`src/rtl/mem_port_arbiter.sv`:
```
// Arbitrates one single-ported memory between instruction fetch and data access.
// Data wins by default; a streak counter forces a fetch grant, and a watchdog aborts stuck accesses.
//
// state | meaning
// IDLE  | no command outstanding; grant decision and m_req strobe happen here
// WAIT  | command issued, waiting for m_valid or watchdog expiry
// RESP  | one-cycle ack (and err on abort) to the recorded grantee
module mem_port_arbiter #(
   parameter int AW           = 32,
   parameter int DW           = 32,
   parameter int MAX_D_STREAK = 4,
   parameter int TIMEOUT      = 15
) (
   input  logic            clk,
   input  logic            rst,
   input  logic            i_req,
   input  logic [AW-1:0]   i_addr,
   output logic            i_ack,
   output logic [DW-1:0]   i_rdata,
   input  logic            d_req,
   input  logic            d_we,
   input  logic [DW/8-1:0] d_be,
   input  logic [AW-1:0]   d_addr,
   input  logic [DW-1:0]   d_wdata,
   output logic            d_ack,
   output logic [DW-1:0]   d_rdata,
   output logic            m_req,
   output logic            m_we,
   output logic [DW/8-1:0] m_be,
   output logic [AW-1:0]   m_addr,
   output logic [DW-1:0]   m_wdata,
   input  logic            m_valid,
   input  logic [DW-1:0]   m_rdata,
   output logic            err
);

   localparam int BW = DW / 8;
   localparam int SW = $clog2(MAX_D_STREAK + 1);
   localparam int WW = $clog2(TIMEOUT + 1);

   typedef enum logic [1:0] {IDLE, WAIT, RESP} state_t;

   state_t        state, state_nxt;
   logic          gnt_d, gnt_i;
   logic          sel_d, sel_we, timed_out;
   logic [SW-1:0] d_streak;
   logic [WW-1:0] wdog;
   logic          wdog_exp;

   assign wdog_exp = (wdog == WW'(TIMEOUT - 1));

   // Grants are suppressed during reset so no command strobe leaks out.
   always_comb begin
      gnt_d = 1'b0;
      gnt_i = 1'b0;
      if (!rst && state == IDLE) begin
         gnt_d = d_req && !(i_req && d_streak == SW'(MAX_D_STREAK));
         gnt_i = !gnt_d && i_req;
      end
   end

   always_ff @(posedge clk) begin
      if (rst) state <= IDLE;
      else     state <= state_nxt;
   end

   always_comb begin
      state_nxt = state;
      case (state)
         IDLE:    if (gnt_d || gnt_i) state_nxt = WAIT;
         WAIT:    if (m_valid || wdog_exp) state_nxt = RESP;
         RESP:    state_nxt = IDLE;
         default: state_nxt = IDLE;
      endcase
   end

   always_comb begin
      m_req   = gnt_d || gnt_i;
      m_we    = gnt_d && d_we;
      m_be    = '0;
      m_addr  = '0;
      m_wdata = '0;
      if (gnt_d) begin
         m_be    = d_be;
         m_addr  = d_addr;
         m_wdata = d_wdata;
      end else if (gnt_i) begin
         m_be    = {BW{1'b1}};
         m_addr  = i_addr;
      end
      i_ack = !rst && state == RESP && !sel_d;
      d_ack = !rst && state == RESP && sel_d;
      err   = !rst && state == RESP && timed_out;
   end

   always_ff @(posedge clk) begin
      if (rst) begin
         d_streak  <= '0;
         wdog      <= '0;
         sel_d     <= 1'b0;
         sel_we    <= 1'b0;
         timed_out <= 1'b0;
         i_rdata   <= '0;
         d_rdata   <= '0;
      end else begin
         case (state)
            IDLE: begin
               if (gnt_d || gnt_i) begin
                  sel_d     <= gnt_d;
                  sel_we    <= gnt_d && d_we;
                  wdog      <= '0;
                  timed_out <= 1'b0;
               end
               if (gnt_d && i_req) begin
                  if (d_streak != SW'(MAX_D_STREAK)) d_streak <= d_streak + SW'(1);
               end else if (gnt_d || gnt_i) begin
                  d_streak <= '0;
               end
            end
            WAIT: begin
               // A response arriving on the expiry cycle still completes normally.
               if (m_valid) begin
                  if (sel_d) d_rdata <= sel_we ? '0 : m_rdata;
                  else       i_rdata <= m_rdata;
               end else if (wdog_exp) begin
                  timed_out <= 1'b1;
                  if (sel_d) d_rdata <= '0;
                  else       i_rdata <= '0;
               end else begin
                  wdog <= wdog + WW'(1);
               end
            end
            default: ;
         endcase
      end
   end

endmodule

```
`config.mk`:
```
export PLATFORM = sky130hd
export DESIGN_NAME = mem_port_arbiter
export DESIGN_NICKNAME = d
export VERILOG_FILES = /design/src/rtl/mem_port_arbiter.sv
export SDC_FILE = /design/constraint.sdc
export NUM_CORES = 1
export LEC_CHECK = 0
export ABC_AREA = 1
export CAP_MARGIN = 15
export CORE_MARGIN = 5
export CORE_UTILIZATION = 35
export DETAILED_ROUTE_END_ITERATION = 8
export GPL_TIMING_DRIVEN = 1
export PLACE_DENSITY = 0.81
export SLEW_MARGIN = 0
export SYNTH_ARGS = -nofsm -noshare
export SYNTH_HDL_FRONTEND = slang
export SYNTH_SLANG_ARGS = --single-unit
```
`constraint.sdc`:
```
create_clock -name clk -period 2.25 [get_ports clk]
set_clock_uncertainty 0.05 [all_clocks]
set_input_delay 0.45 -clock clk [delete_from_list [all_inputs] [get_ports clk]]
set_output_delay 0.45 -clock clk [all_outputs]
set_load 0.05 [all_outputs]
```
### Word-level counts from Yosys, hierarchy flattened

Index checks and enable logic that the tools add are counted.

* input bits: 138
* flip-flop bits (word level): 76
* word-level logic and storage cells: 79

* muxes and demuxes: 30
* add/subtract/negate cells: 2
* bitwise operators: 1
* equality and inequality tests: 11
* reductions and logical operators: 27

Operators by type and width (count)
* 32-bit 2-to-1 mux: 12
* 4-bit 2-to-1 mux: 5
* 1-bit logical AND: 10
* 2-bit inequality test, second input constant: 5
* 3-bit 2-to-1 mux: 3
* 3-bit AND reduction: 3
* 4-bit one-hot mux with 2 select lines: 1
* 4-bit AND reduction: 2
* 2-bit nonzero test: 3
* 1-bit 2-to-1 mux: 5
* 4-bit by 1-bit adder with 4-bit output, second input constant: 1
* 4-bit equality test, second input constant: 1
* 1-bit zero test: 4
* 2-bit 2-to-1 mux: 2
* 2-bit one-hot mux with 2 select lines: 1
* 2-bit AND reduction: 2
* 3-bit by 1-bit adder with 3-bit output, second input constant: 1
* 3-bit equality test, second input constant: 1
* 3-bit inequality test, second input constant: 1
* 2-bit by 1-bit equality test with 1-bit output, second input constant: 1
* 2-bit equality test, second input constant: 1
* 2-bit zero test: 1
* 1-bit logical OR: 2
* 2-bit by 1-bit inequality test with 1-bit output, second input constant: 1
* 2 further kinds: 2

### Depth between registers and ports, before layout

* depth in word-level cells: 10
* depth in mapped cells: 10
* mapped depth without buffers: 10

### Worst setup path before layout

OpenSTA, ideal clock, no wires.

* kind: register to output
* start: register d_streak[0]
* end: output m_wdata[1]
* arrival time: 1.769 ns
* path buffers: 1
* stages on the path, launching flop included: 7
* path slack: -0.019 ns
* data required time: 1.750 ns
* cell sequence: dfxtp_1 -> inv_1 -> ha_1 -> nand3_1 -> nand4_1 -> clkbuf_1 -> nor2_1

* cells in the longest elaborated chain, start to end: 6

RTL lines
* start: declaration: RTL line 46 `logic [SW-1:0] d_streak;`
* start signal: assignment: RTL line 115 `if (d_streak != SW'(MAX_D_STREAK)) d_streak <= d_streak + SW'(1);`
* 3-bit equality test: RTL line 57 `gnt_d = d_req && !(i_req && d_streak == SW'(MAX_D_STREAK));`
* 1-bit logical AND: RTL line 57
* 1-bit zero test: RTL line 57
* 1-bit logical AND: RTL line 57
* 1-bit 2-to-1 mux: RTL line 56 `if (!rst && state == IDLE) begin`
* 32-bit 2-to-1 mux: RTL line 83 `if (gnt_d) begin`
* end: declaration: RTL line 31 `output logic [DW-1:0] m_wdata,`

No other way between the ends.

### Final worst setup path

* start: register d_streak[0]
* end: output m_addr[19]

* cells in the longest elaborated chain, start to end: 9
* elaborated cells on any way between the ends: 10
* those cells by class: eq/ne (1); mux (4); reduce/logical (5)

RTL lines
* 3-bit equality test *: RTL line 57
* 1-bit logical AND *: RTL line 57
* 1-bit zero test *: RTL line 57
* 1-bit logical AND *: RTL line 57
* 1-bit zero test: RTL line 58 `gnt_i = !gnt_d && i_req;`
* 1-bit logical AND: RTL line 58
* 1-bit 2-to-1 mux: RTL line 56
* 32-bit 2-to-1 mux: RTL line 87 `end else if (gnt_i) begin`
* 32-bit 2-to-1 mux *: RTL line 83
* end: declaration: RTL line 30 `output logic [AW-1:0] m_addr,`

Every way passes the cells marked *; elsewhere a longest branch is shown, timed or not.

==> metrics.yaml <==
fmax_ghz: 0.431
failed_checks: "setup timing"
numCtsBuffers: 9
end_kind: "output port"
antenna_found_initial: 1
start_kind: "flop"
fin_nets: 951
place_congestion: 1.00
netlist_area_um2: 3810
relSlewSlack: 0.579
die_area_um2: 13100
ys_ff_latch: 76
initialDrtViolationCount: 401
worst_slew_pin_slew_ns: 0.629
met2RoutedLength_um: 10300
clk_latency_ns: 0.34
place_inst: 926
port_buffers: 274
path_cells: "inv_2, ha_4, nand3_4, nand2_4, nor2_4, buf_12, clkbuf_16, a32o_2, buf_12"
cpPeakStageDelay_ns: 0.33
vdd_drop_max_v: 0.000423
status: "finished, violations left"
cts_tree: "yes"
die_h_um: 114
htree_levels: 3
syn_inst: 536
crit_family: "buffers and inverters"
first_pass_iters: 4
drc: 0
synth_area_per_cell_um2: 7.11
clock_path_buffers: 2
p_leak_nw: 3.41
cap_violations: 0
timing.final.crit_share: 1.03
grt_max_degree: 40
cp_common_cell: "buf_12"
wl_met1_um: 7010
vias_per_cell: 5.22
synthDistinctLibCells: 25
crit_arrival_ns: 1.82
final_cells: 955
r2r_start: "wdog[0]"
ant_nets: 0
setup_viol: 26
startpoint: "d_streak[0]"
required_ns: 1.75
core_area_um2: 10700
crit_buf_inv: 4
worstPathMaxFanout: 5
clk_transition_reported_paths_ns: 0.08
placed_area_um2: 7420
crit_type: "reg2out"
powerDensity_nw_per_um2: 503
hold_class: "reg2reg"
dp_hpwl_um: 14200
setup_ws_ns: -0.0691
die_w_um: 114
grt_pass1_wl_um: 28700
clock_sinks: 76
rsz0062_at_grt: "true"
topRoutingLayerUsed: "met4"
slowest_stage: "dfxtp_2"
hold_violations: 0
yosys_warnings: 0
syn_to_final_growth_pct: 113
wl_per_cell_um: 20.6
num_vias: 4981
ioPinCount: 275
grt_pass1_vias: 5120
design_area_um2: 8120
row_count: 38
grt-ovfl-total: 0
hold_buffers: 0
drt-total-wl_um: 19700
wl_met3_um: 1580
syn_nets: 678
start_util: 0.354
min_period_ns: 2.32
yosysSeqAreaShare: 0.399
drive_gt1_frac: 0.270
grt_util_all_layers: 0.281
finalMaxSlewViolations: 0
clockRootBuffer: "clkbuf_8"
hp-start: "d_rdata[20]"
## placed cells by master, fill, tap and decap left out, drive strengths merged
master,n
clkdlybuf4s50,198
buf,106
nand2,97
nor2,80
dfxtp,76
a21oi,73
inv,49
nand3,42
o21ai,35
a32o,32
clkbuf,13
ha,4
clkinv,2
dlygate4sd2,2
diode,1
nand4,1
o31ai,1
xor2,1
bufinv,1
clkinvlp,1
## cells in the mapped netlist, drive strengths merged
master | count | area [um^2]
nand2 | 97 | 389
nor2 | 80 | 329
dfxtp | 76 | 1520
a21oi | 73 | 365
inv | 49 | 186
nand3 | 42 | 210
o21ai | 35 | 175
a32o | 32 | 320
buf | 25 | 164
clkbuf | 20 | 75.1
ha | 4 | 50.1
nand4 | 1 | 6.26
o31ai | 1 | 7.51
xor2 | 1 | 8.76
## final timing paths
| check | to | slack, ns | depth (start not counted) |
|---|---|---|---|
| setup / recovery | m_addr[19] | -0.07 | 9 |
| hold / removal | d_rdata[20] | 0.42 | 2 |
| setup reg to reg | d_rdata[6] | 0.24 | 9 |
| hold reg to reg | d_rdata[20] | 0.42 | 2 |
## what timing repair did
item / in CTS / in global routing
endpoints found under the setup margin: 70 / 70
gates resized for setup: 56 / 66
buffers inserted: 5 / 2
gates cloned: 4 / 3
pin swaps: 36 / 7
## power breakdown
group / switching [mW] / leakage [nW] / internal, mW
clock network: 0.487 / 0.102 / 0.570
logic: 0.855 / 2.69 / 0.736
registers: 0.0430 / 0.617 / 1.39
total: 1.39 / 3.41 / 2.70
## sequential cells by signal, indices dropped and copies added, names as in the netlist
name / cells
sel_d: 1
sel_we: 1
wdog: 4
d_rdata: 32
state: 2
timed_out: 1
d_streak: 3
i_rdata: 32
## kinds of logic (layout without fill, tap and decap cells)
family / Yosys count / in the layout / synth area share
buf+inv: 94 / 372 / 0.112
fa+ha+maj: 4 / 4 / 0.0131
compound gates: 141 / 141 / 0.228
simple gates: 220 / 220 / 0.245
other cells: 0 / 1 / 0
flops: 76 / 76 / 0.399
xor+xnor: 1 / 1 / 0.00230
## through the flow
stage | hold WS, ns | setup TNS, ns | util | worst slack, ns | power (mW)
5_1_grt | 0.435 | -3.53 | 0.756 | -0.131 | 4.22
4_1_cts | 0.418 | -1.08 | 0.731 | -0.0427 | 4.02
3_5_place_dp | 0.404 | -4.57 | 0.691 | -0.145 | 2.92
3_3_place_gp | 0.398 | -1.94 | 0.691 | -0.0581 | 2.89
6_report | 0.418 | -1.32 | 0.756 | -0.0691 | 4.08
2_1_floorplan | 0.389 | -0.546 | - | -0.0191 | 2.16
## worst reg2reg max path: cells and delay by family (launching register included)
kind	cells	cell delay, ns
flip-flops	1	0.39
AO/OA/AOI/OAI	1	0.17
adder cells (fa/ha/maj)	1	0.21
buffers and inverters	2	0.14
AND/OR/NAND/NOR	5	0.98
## metal layers
| metal | global-route usage | vias to the layer above |
|---|---|---|
| met1 | 0.295 | 2354 |
| met4 | 0.111 | 0 |
| met2 | 0.527 | 231 |
| met5 | 0 | - |
| met3 | 0.0751 | 56 |
| li1 | - | 2340 |
## layout make-up
| class | count | area, um^2 |
|---|---|---|
| clock buffers | 12 | 155 |
| repair buffers | 307 | 3870 |
| well taps | 140 | 175 |
| flip-flops and latches | 76 | 1530 |
| clock inverters | 4 | 47.5 |
| multi-input cells | 366 | 2150 |
| inverters | 49 | 186 |
| fillers | 755 | 2620 |
| diodes | 1 | 2.50 |
Note: power is estimated with default switching activity, not from simulation.
